<file path="config.mk">
export PLATFORM = sky130hd
export DESIGN_NAME = tcdm_bank_arbiter
export DESIGN_NICKNAME = d
export VERILOG_FILES = /design/src/rtl/tcdm_bank_arbiter.sv
export SDC_FILE = /design/constraint.sdc
export NUM_CORES = 1
export LEC_CHECK = 0
export ABC_CLOCK_PERIOD_IN_PS = 3400
export BUFFER_PORTS_ARGS = -buffer_cell sky130_fd_sc_hd__buf_2
export CAP_MARGIN = 20
export CORE_AREA = 4 4 219 221
export DETAILED_ROUTE_END_ITERATION = 8
export DIE_AREA = 0 0 223 225
export GPL_TIMING_DRIVEN = 0
export PLACE_DENSITY = 0.3
export SKIP_CTS_REPAIR_TIMING = 1
export SLEW_MARGIN = 20
export SYNTH_ARGS = -nofsm -noshare
export SYNTH_HDL_FRONTEND = slang
export SYNTH_SLANG_ARGS = --single-unit
</file>
<file path="constraint.sdc">
create_clock -name clk_i -period 3.4 [get_ports clk_i]
set_input_delay 0.34 -clock clk_i [delete_from_list [all_inputs] [get_ports clk_i]]
set_output_delay 0.34 -clock clk_i [all_outputs]
set_load 0.05 [all_outputs]
</file>
<file path="src/rtl/tcdm_bank_arbiter.sv">
// tcdm_bank_arbiter: round-robin TCDM bank arbiter with core priority, non-core starvation guard and fixed-latency response routing
// Optional per-requester grant and conflict counters are enabled by defining TCDM_BANK_ARB_PERF_EN
module tcdm_bank_arbiter #(
  parameter int NumReq      = 4,
  parameter int AddrWidth   = 10,
  parameter int DataWidth   = 64,
  parameter int MemLatency  = 1,
  parameter int StarveLimit = 8
) (
  input  logic                          clk_i,
  input  logic                          rst_ni,
  input  logic [NumReq-1:0]             req_valid_i,
  output logic [NumReq-1:0]             req_ready_o,
  input  logic [NumReq-1:0]             req_is_core_i,
  input  logic [NumReq*AddrWidth-1:0]   req_addr_i,
  input  logic [NumReq-1:0]             req_write_i,
  input  logic [NumReq*DataWidth-1:0]   req_data_i,
  input  logic [NumReq*DataWidth/8-1:0] req_strb_i,
  output logic [NumReq-1:0]             rsp_valid_o,
  output logic [DataWidth-1:0]          rsp_data_o,
  output logic                          mem_valid_o,
  input  logic                          mem_ready_i,
  output logic [AddrWidth-1:0]          mem_addr_o,
  output logic                          mem_write_o,
  output logic [DataWidth-1:0]          mem_data_o,
  output logic [DataWidth/8-1:0]        mem_strb_o,
  input  logic [DataWidth-1:0]          mem_rdata_i
`ifdef TCDM_BANK_ARB_PERF_EN
  ,
  output logic [NumReq*32-1:0]          perf_grant_cnt_o,
  output logic [31:0]                   perf_conflict_cnt_o,
  input  logic                          perf_clear_i
`endif
);
  localparam int StrbWidth = DataWidth / 8;
  localparam int IdxWidth = NumReq > 1 ? $clog2(NumReq) : 1;
  localparam logic [IdxWidth-1:0] LastIdx = IdxWidth'(NumReq - 1);
  localparam logic [7:0] Limit = 8'(StarveLimit);

  logic [IdxWidth-1:0] ptr_q, win, k;
  logic [7:0]          starve_q;
  logic [NumReq-1:0]   core_v, noncore_v, cand, win_oh, rsp_oh;
  logic                any_valid, any_noncore, found, sel, xfer;
  logic [MemLatency-1:0] pv_q;
  logic [IdxWidth-1:0] pid_q [MemLatency];

  assign core_v      = req_valid_i & req_is_core_i;
  assign noncore_v   = req_valid_i & ~req_is_core_i;
  assign any_valid   = |req_valid_i;
  assign any_noncore = |noncore_v;
  assign cand = (starve_q == Limit && any_noncore) ? noncore_v : (|core_v) ? core_v : req_valid_i;
  // Outputs are gated by rst_ni so they return to idle asynchronously with reset
  assign sel  = rst_ni & any_valid;
  assign xfer = sel & mem_ready_i;

  always_comb begin
    win = '0;
    found = 1'b0;
    k = ptr_q;
    for (int i = 0; i < NumReq; i++) begin
      if (!found && cand[k]) begin
        win = k;
        found = 1'b1;
      end
      k = (k == LastIdx) ? '0 : k + IdxWidth'(1);
    end
  end

  always_comb begin
    win_oh = '0;
    win_oh[win] = 1'b1;
  end

  assign req_ready_o = xfer ? win_oh : '0;
  assign mem_valid_o = sel;
  assign mem_addr_o  = sel ? req_addr_i[win*AddrWidth +: AddrWidth] : '0;
  assign mem_write_o = sel & req_write_i[win];
  assign mem_data_o  = sel ? req_data_i[win*DataWidth +: DataWidth] : '0;
  assign mem_strb_o  = sel ? req_strb_i[win*StrbWidth +: StrbWidth] : '0;

  always_ff @(posedge clk_i or negedge rst_ni) begin
    if (!rst_ni) begin
      ptr_q <= '0;
      starve_q <= '0;
    end else begin
      if (xfer) ptr_q <= (win == LastIdx) ? '0 : win + IdxWidth'(1);
      if (!any_noncore || (xfer && !req_is_core_i[win])) starve_q <= '0;
      else if (xfer && starve_q != Limit) starve_q <= starve_q + 8'd1;
    end
  end

  always_ff @(posedge clk_i or negedge rst_ni) begin
    if (!rst_ni) begin
      pv_q <= '0;
      for (int j = 0; j < MemLatency; j++) pid_q[j] <= '0;
    end else begin
      pv_q[0] <= xfer;
      pid_q[0] <= win;
      for (int j = 1; j < MemLatency; j++) begin
        pv_q[j] <= pv_q[j-1];
        pid_q[j] <= pid_q[j-1];
      end
    end
  end

  always_comb begin
    rsp_oh = '0;
    rsp_oh[pid_q[MemLatency-1]] = 1'b1;
  end

  assign rsp_valid_o = pv_q[MemLatency-1] ? rsp_oh : '0;
  assign rsp_data_o  = pv_q[MemLatency-1] ? mem_rdata_i : '0;

`ifdef TCDM_BANK_ARB_PERF_EN
  logic [31:0] grant_cnt_q [NumReq];
  logic [31:0] conflict_q;
  logic        conflict;

  assign conflict = (|(req_valid_i & (req_valid_i - NumReq'(1)))) || (any_valid && !mem_ready_i);

  always_ff @(posedge clk_i or negedge rst_ni) begin
    if (!rst_ni) begin
      for (int i = 0; i < NumReq; i++) grant_cnt_q[i] <= '0;
      conflict_q <= '0;
    end else if (perf_clear_i) begin
      for (int i = 0; i < NumReq; i++) grant_cnt_q[i] <= '0;
      conflict_q <= '0;
    end else begin
      for (int i = 0; i < NumReq; i++)
        if (xfer && win == IdxWidth'(i) && grant_cnt_q[i] != '1) grant_cnt_q[i] <= grant_cnt_q[i] + 32'd1;
      if (conflict) conflict_q <= conflict_q + 32'd1;
    end
  end

  for (genvar g = 0; g < NumReq; g++) begin : g_perf
    assign perf_grant_cnt_o[g*32 +: 32] = grant_cnt_q[g];
  end
  assign perf_conflict_cnt_o = conflict_q;
`endif
endmodule
</file>
# --- Word-level counts from Yosys, hierarchy flattened ---
# Cells that the tools add are included.
classes:
  shifts: 3
  eq_ne: 6
  n_addsub: 5
  bitwise: 6
  n_mul: 1
  magnitude_cmp: 8
  n_reduce_logical: 18
  n_mux: 37
op_table:
  columns: ["op", "count"]
  rows:
  - ["$shiftx 256x9->64", 1]
  - ["$mux 64", 2]
  - ["$shiftx 40x7->10", 1]
  - ["$shiftx 32x6->8", 1]
  - ["$mux 8", 3]
  - ["$lt 2x3->1 const B", 6]
  - ["$mux 2", 8]
  - ["$mux 4", 4]
  - ["$bmux 1 s2", 6]
  - ["$reduce_or 4->1", 3]
  - ["$mux 1", 11]
  - ["$mux 10", 1]
  - ["$add 2x1->2 const B", 4]
  - ["$add 8x1->8 const B", 1]
  - ["$and 4x4->4", 2]
  - ["$eq 2x2->1 const B", 4]
  - ["$eq 8x4->1 const B", 1]
  - ["$logic_and 1x1->1", 8]
  - ["$ne 8x4->1 const B", 1]
  - ["$logic_not 1->1", 5]
  - ["$mul 2x3->5 const B", 1]
  - ["$demux 1 s2", 2]
  - ["$ge 2x1->1 const B", 2]
  - ["$not 4->4", 1]
  - ["3 further kinds", 5]
word_totals:
  reg_bits: 13
  inputBits: 407
  output_inout_bits: 156
  word_cells: 88

# --- Depth between registers and ports, before layout ---
logic_depth:
  depth_word: 23
  mapped_depth: 15
  mapped_depth_nobuf: 12

# --- Worst setup path after synthesis ---
# Ideal clock, no wire load.
synth_timing:
  path_kind: "register to output"
  start: "register starve_q[0]"
  end: "output mem_addr_o[8]"
  path_slack_ns: -0.430
  t_arrival_ns: 3.490
  stages_incl_launch_ff: 15
  n_path_buf: 2
  t_required_ns: 3.060
  path_cell_list: "dfrtp_1 -> inv_1 -> ha_1 -> nor4bb_1 -> nand3b_1 -> o21ai_4 -> o211ai_2 -> or4_1 -> o211ai_1 -> a21oi_2 -> inv_2 -> nand2_1 -> buf_2 -> buf_2 -> o22ai_1"
synth_between:
  elab_chain_len: 18
  word_cells_on_any_way: 27
  cone_classes: "mul (1); eq/ne (1); shift (1); mux (17); reduce/logical (7)"
synth_rtl:
  columns: ["element", "line", "text"]
  rows:
  - ["from (decl)", "41", "logic [7:0] starve_q;"]
  - ["from (signal assigned)", "88", "else if (xfer && starve_q != Limit) starve_q <= starve_q + 8'd1;"]
  - ["$eq 8x4->1 *", "51", "assign cand = (starve_q == Limit && any_noncore) ? noncore_v : (|core_v) ? core_v : req_valid_i;"]
  - ["$logic_and 1x1->1 *", "51", null]
  - ["$mux 4 *", "51", null]
  - ["$bmux 1 s2", "61", "if (!found && cand[k]) begin"]
  - ["$mux 1 (not written as such)", "61", null]
  - ["$mux 1", "61", null]
  - ["$logic_not 1->1", "61", null]
  - ["$logic_and 1x1->1", "61", null]
  - ["(+3 left out)", null, null]
  - ["$mux 1", "61", null]
  - ["$logic_not 1->1", "61", null]
  - ["$logic_and 1x1->1", "61", null]
  - ["$mux 2 *", "61", null]
  - ["named net win[0]", "40", "logic [IdxWidth-1:0] ptr_q, win, k;"]
  - ["$mul 2x3->5 *", "76", "assign mem_addr_o = sel ? req_addr_i[win*AddrWidth +: AddrWidth] : '0;"]
  - ["$shiftx 40x7->10 *", "76", null]
  - ["$mux 10 *", "76", null]
  - ["to (decl)", "23", "output logic [AddrWidth-1:0] mem_addr_o,"]
# The timed path passes the listed nets; every way through them passes the cells marked *. The select of a mux whose other input is x is not followed.

# --- Worst setup path in the final report ---
layout_timing:
  start: "register starve_q[0]"
  end: "output mem_data_o[47]"
layout_between:
  elab_chain_len: 17
  word_cells_on_any_way: 26
  cone_classes: "eq/ne (1); shift (1); mux (17); reduce/logical (7)"
layout_rtl:
  columns: ["element", "line", "text"]
  rows:
  - ["$eq 8x4->1 *", "51", null]
  - ["$logic_and 1x1->1 *", "51", null]
  - ["$mux 4 *", "51", null]
  - ["$bmux 1 s2", "61", null]
  - ["$mux 1 (not written as such)", "61", null]
  - ["$mux 1", "61", null]
  - ["$logic_not 1->1", "61", null]
  - ["$logic_and 1x1->1", "61", null]
  - ["$mux 1", "61", null]
  - ["$logic_not 1->1", "61", null]
  - ["$logic_and 1x1->1", "61", null]
  - ["$mux 1", "61", null]
  - ["$logic_not 1->1", "61", null]
  - ["$logic_and 1x1->1", "61", null]
  - ["$mux 2 *", "61", null]
  - ["$shiftx 256x9->64 *", "78", "assign mem_data_o = sel ? req_data_i[win*DataWidth +: DataWidth] : '0;"]
  - ["$mux 64 *", "78", null]
  - ["to (decl)", "25", "output logic [DataWidth-1:0] mem_data_o,"]
# Every way passes the cells marked *; elsewhere a longest branch is shown, timed or not. The select of a mux whose other input is x is not followed.

==> summary.md <==
| Metric | Value |
|---|---|
| # rows | 79 |
| Static leakage | 0.004423 uW |
| Layout cells sized above 1 | 0.6801 |
| Core ar. | 0.04616 mm2 |
| Most used routing layer | met2 |
| TritonCTS buffer count | 3 |
| Post-synthesis sequential area ratio | 0.08174 |
| Achievable Freq | 0.2640 GHz |
| Critical path arrival | 3450 ps |
| CTS Buffer Depth | 2 |
| Final WS setup | -388.2 ps |
| Critical path origin | starve_q[0] |
| Initial core utilization | 0.08622 |
| Req. time, crit path | 3060 ps |
| Number of flops mapped to enable cells by yosys | 0 |
| Htree depth | 1 |
| Chip Width | 223 um |
| Drt wl/cell | 18.42 um |
| Vias | 6290 |
| Setup Skew | 1.653 ps |
| Critical path class | reg2out |
| Pre-Repair DR Iteration Count | 4 |
| Status | finished with violations |
| Met2 GRT Util | 0.2143 |
| Peak VDD IR | 0.5244 mV |
| Slew @ Worst Pin | 557.3 ps |
| Yosys cell types | 46 |
| Synth Register Bits | 13 |
| Placed Area | 0.007740 mm2 |
| DP HPWL | 25600 um |
| Root Buffer | clkbuf_16 |
| Mean Syn Cell Area | 8.327 um2 |
| Layout Nets | 1481 |
| Iter 0 DRT Violations | 147 |
| RSZ-0062 raised after global routing | true |
| Synth warnings | 0 |
| Most numerous cell in the Yosys netlist | mux2i_1 |
| Synth top area share | 0.4200 |
| Hold Slack | 13.96 ps |
| Worst min path class | in2async |
| First-pass GRT wire length | 39920 um |
| Antenna violations before repair | 3 |
| Area grow syn2layout | 132.4% |
| Area leader, netlist | mux2i_1 |
| Syn Std Cell Area | 0.003980 mm2 |
| Crit. End Element | output port |
| R2r setup slk | 230 ps |
| WL final | 30850 um |
| Final core utilization | 0.2004 |
| Die area | 0.05018 mm2 |
| Antenna viol nets, final | 0 |
| Crit Reg-Reg Startpoint | starve_q[0] |
| Chip height | 225 um |
| All-Layer GR Usage | 0.1039 |
| GPL Wtd Cong | 0.8788 |
| Min Tclk post-route | 3788 ps |
| Met1 Resource Use GR | 0.1059 |
| CP max FO | 10 |
| Max_slew headroom | 0.6285 |
| Grt total ovfl | 0 |
| Vias in the first global route | 6319 |
| Syn Nets | 892 |
| Top FF cell, synth | dfrtp_1 |
| # Max-Cap Violations | 0 |
| Final setup viols | 87 |
| Grt met3 use | 0.02332 |
| Power per cell area | 1056 mW/mm2 |
| Clock slew at reported path FFs | 50 ps |
| Fill count | 5150 |
| Setup TNS | -26850 ps |
| Max Slew Vio Count | 0 |
| Largest net degree at the start of global routing | 15 |
| Main area contributors after synthesis | mux2i_1 42%, o22ai_1 13%, and2_1 10%, dfrtp_1 8.2%, buf_2 2.4% |
| Worst slack, placed | -1060 ps |
| Final hold vios | 0 |
| Input/output buffers | 562 |
| Syn Inst Count | 478 |
| Critical Path Start Type | flop |
| Failing checks | negative setup slack |
| Top post-synthesis cells by count | 167 x mux2i_1, 83 x o22ai_1, 64 x and2_1 |
| Clk sinks | 13 |
| Ys async rst share | 1.000 |
| Post-route cell area | 0.009249 mm2 |
| Period utilization | 1.114 |
| # IOs | 563 |
| Via-to-Cell Ratio | 3.755 |
| DR DRC count | 0 |
| Clk_lat worst skew | 240 ps |
| CTS tree | done |
==> power breakdown <==
part | switching [uW] | internal (uW)
clock | 64.7 | 158
combinational | 5490 | 3830
sequential | 41.2 | 187
==> metal layers <==
layer / vias to the layer above / part of all wire
li1: 3019 / -
met1: 2870 / 0.35
met2: 369 / 0.55
met3: 30 / 0.081
met4: 2 / 0.021
met5: - / 0.00042
==> worst max-delay path: stages (launching register included) <==
cell	delay (ps)
dfrtp_1	400
inv_2	60
ha_1	140
nor4bb_4	210
and3b_2	280
nand3_1	110
o211ai_1	170
nor3b_2	110
a211oi_4	330
a31o_1	240
buf_12	160
clkbuf_16	180
buf_6	190
mux2i_1	290
o22ai_1	110
buf_4	190
==> flip-flops by register name, summed over array words and instances, names as in the netlist <==
signal,flops
pid_q,2
ptr_q,2
pv_q,1
starve_q,8
==> final timing paths <==
| check | end | cells after the start |
|---|---|---|
| setup / recovery | mem_data_o[47] | 15 |
| hold / removal | pid_q[0] | 1 |
| setup reg to reg | ptr_q[1] | 15 |
| hold reg to reg | starve_q[7] | 2 |
| max in group asynchronous | starve_q[6] | 1 |
| min in group clk_i | starve_q[7] | 2 |
==> area by class of cell <==
type	count	area (um2)	area share
sequential	13	325.3	0.03517
clock buffer	4	78.83	0.008523
antenna	2	5.005	0.0005411
multi-input combinational	412	4063	0.4393
tap	607	759.5	0.08212
buffer	45	548.0	0.05925
timing repair buffer	584	3435	0.3713
inverter	8	35.03	0.003788
==> cell usage in the layout (no fill, tap or decap), drive strengths merged, types with 4 or more instances in the layout <==
master    n
clkbuf   17
nor2      7
mux2i   167
and2     64
nand3     8
o211ai    4
inv       8
buf     616
xor2      4
nor4      8
ha        7
o22ai    84
and3      5
dfrtp    13
nand2b    4
nand2    13
a211oi    5
==> per-stage QoR <==
step,power (uW),cells
2_1_floorplan,5629,478
3_3_place_gp,7609,1647
3_5_place_dp,7574,1647
4_1_cts,7812,1651
5_1_grt,10250,1674
6_report,9767,1675
==> logic make-up after synthesis <==
group,share of synthesized area
buf+inv,0.07953
mux,0.4200
simple gates,0.1782
fa+ha+maj,0.02200
compound gates,0.2031
flops,0.08173
xor+xnor,0.01540
No activity file was read; power rests on OpenSTA's default activity.
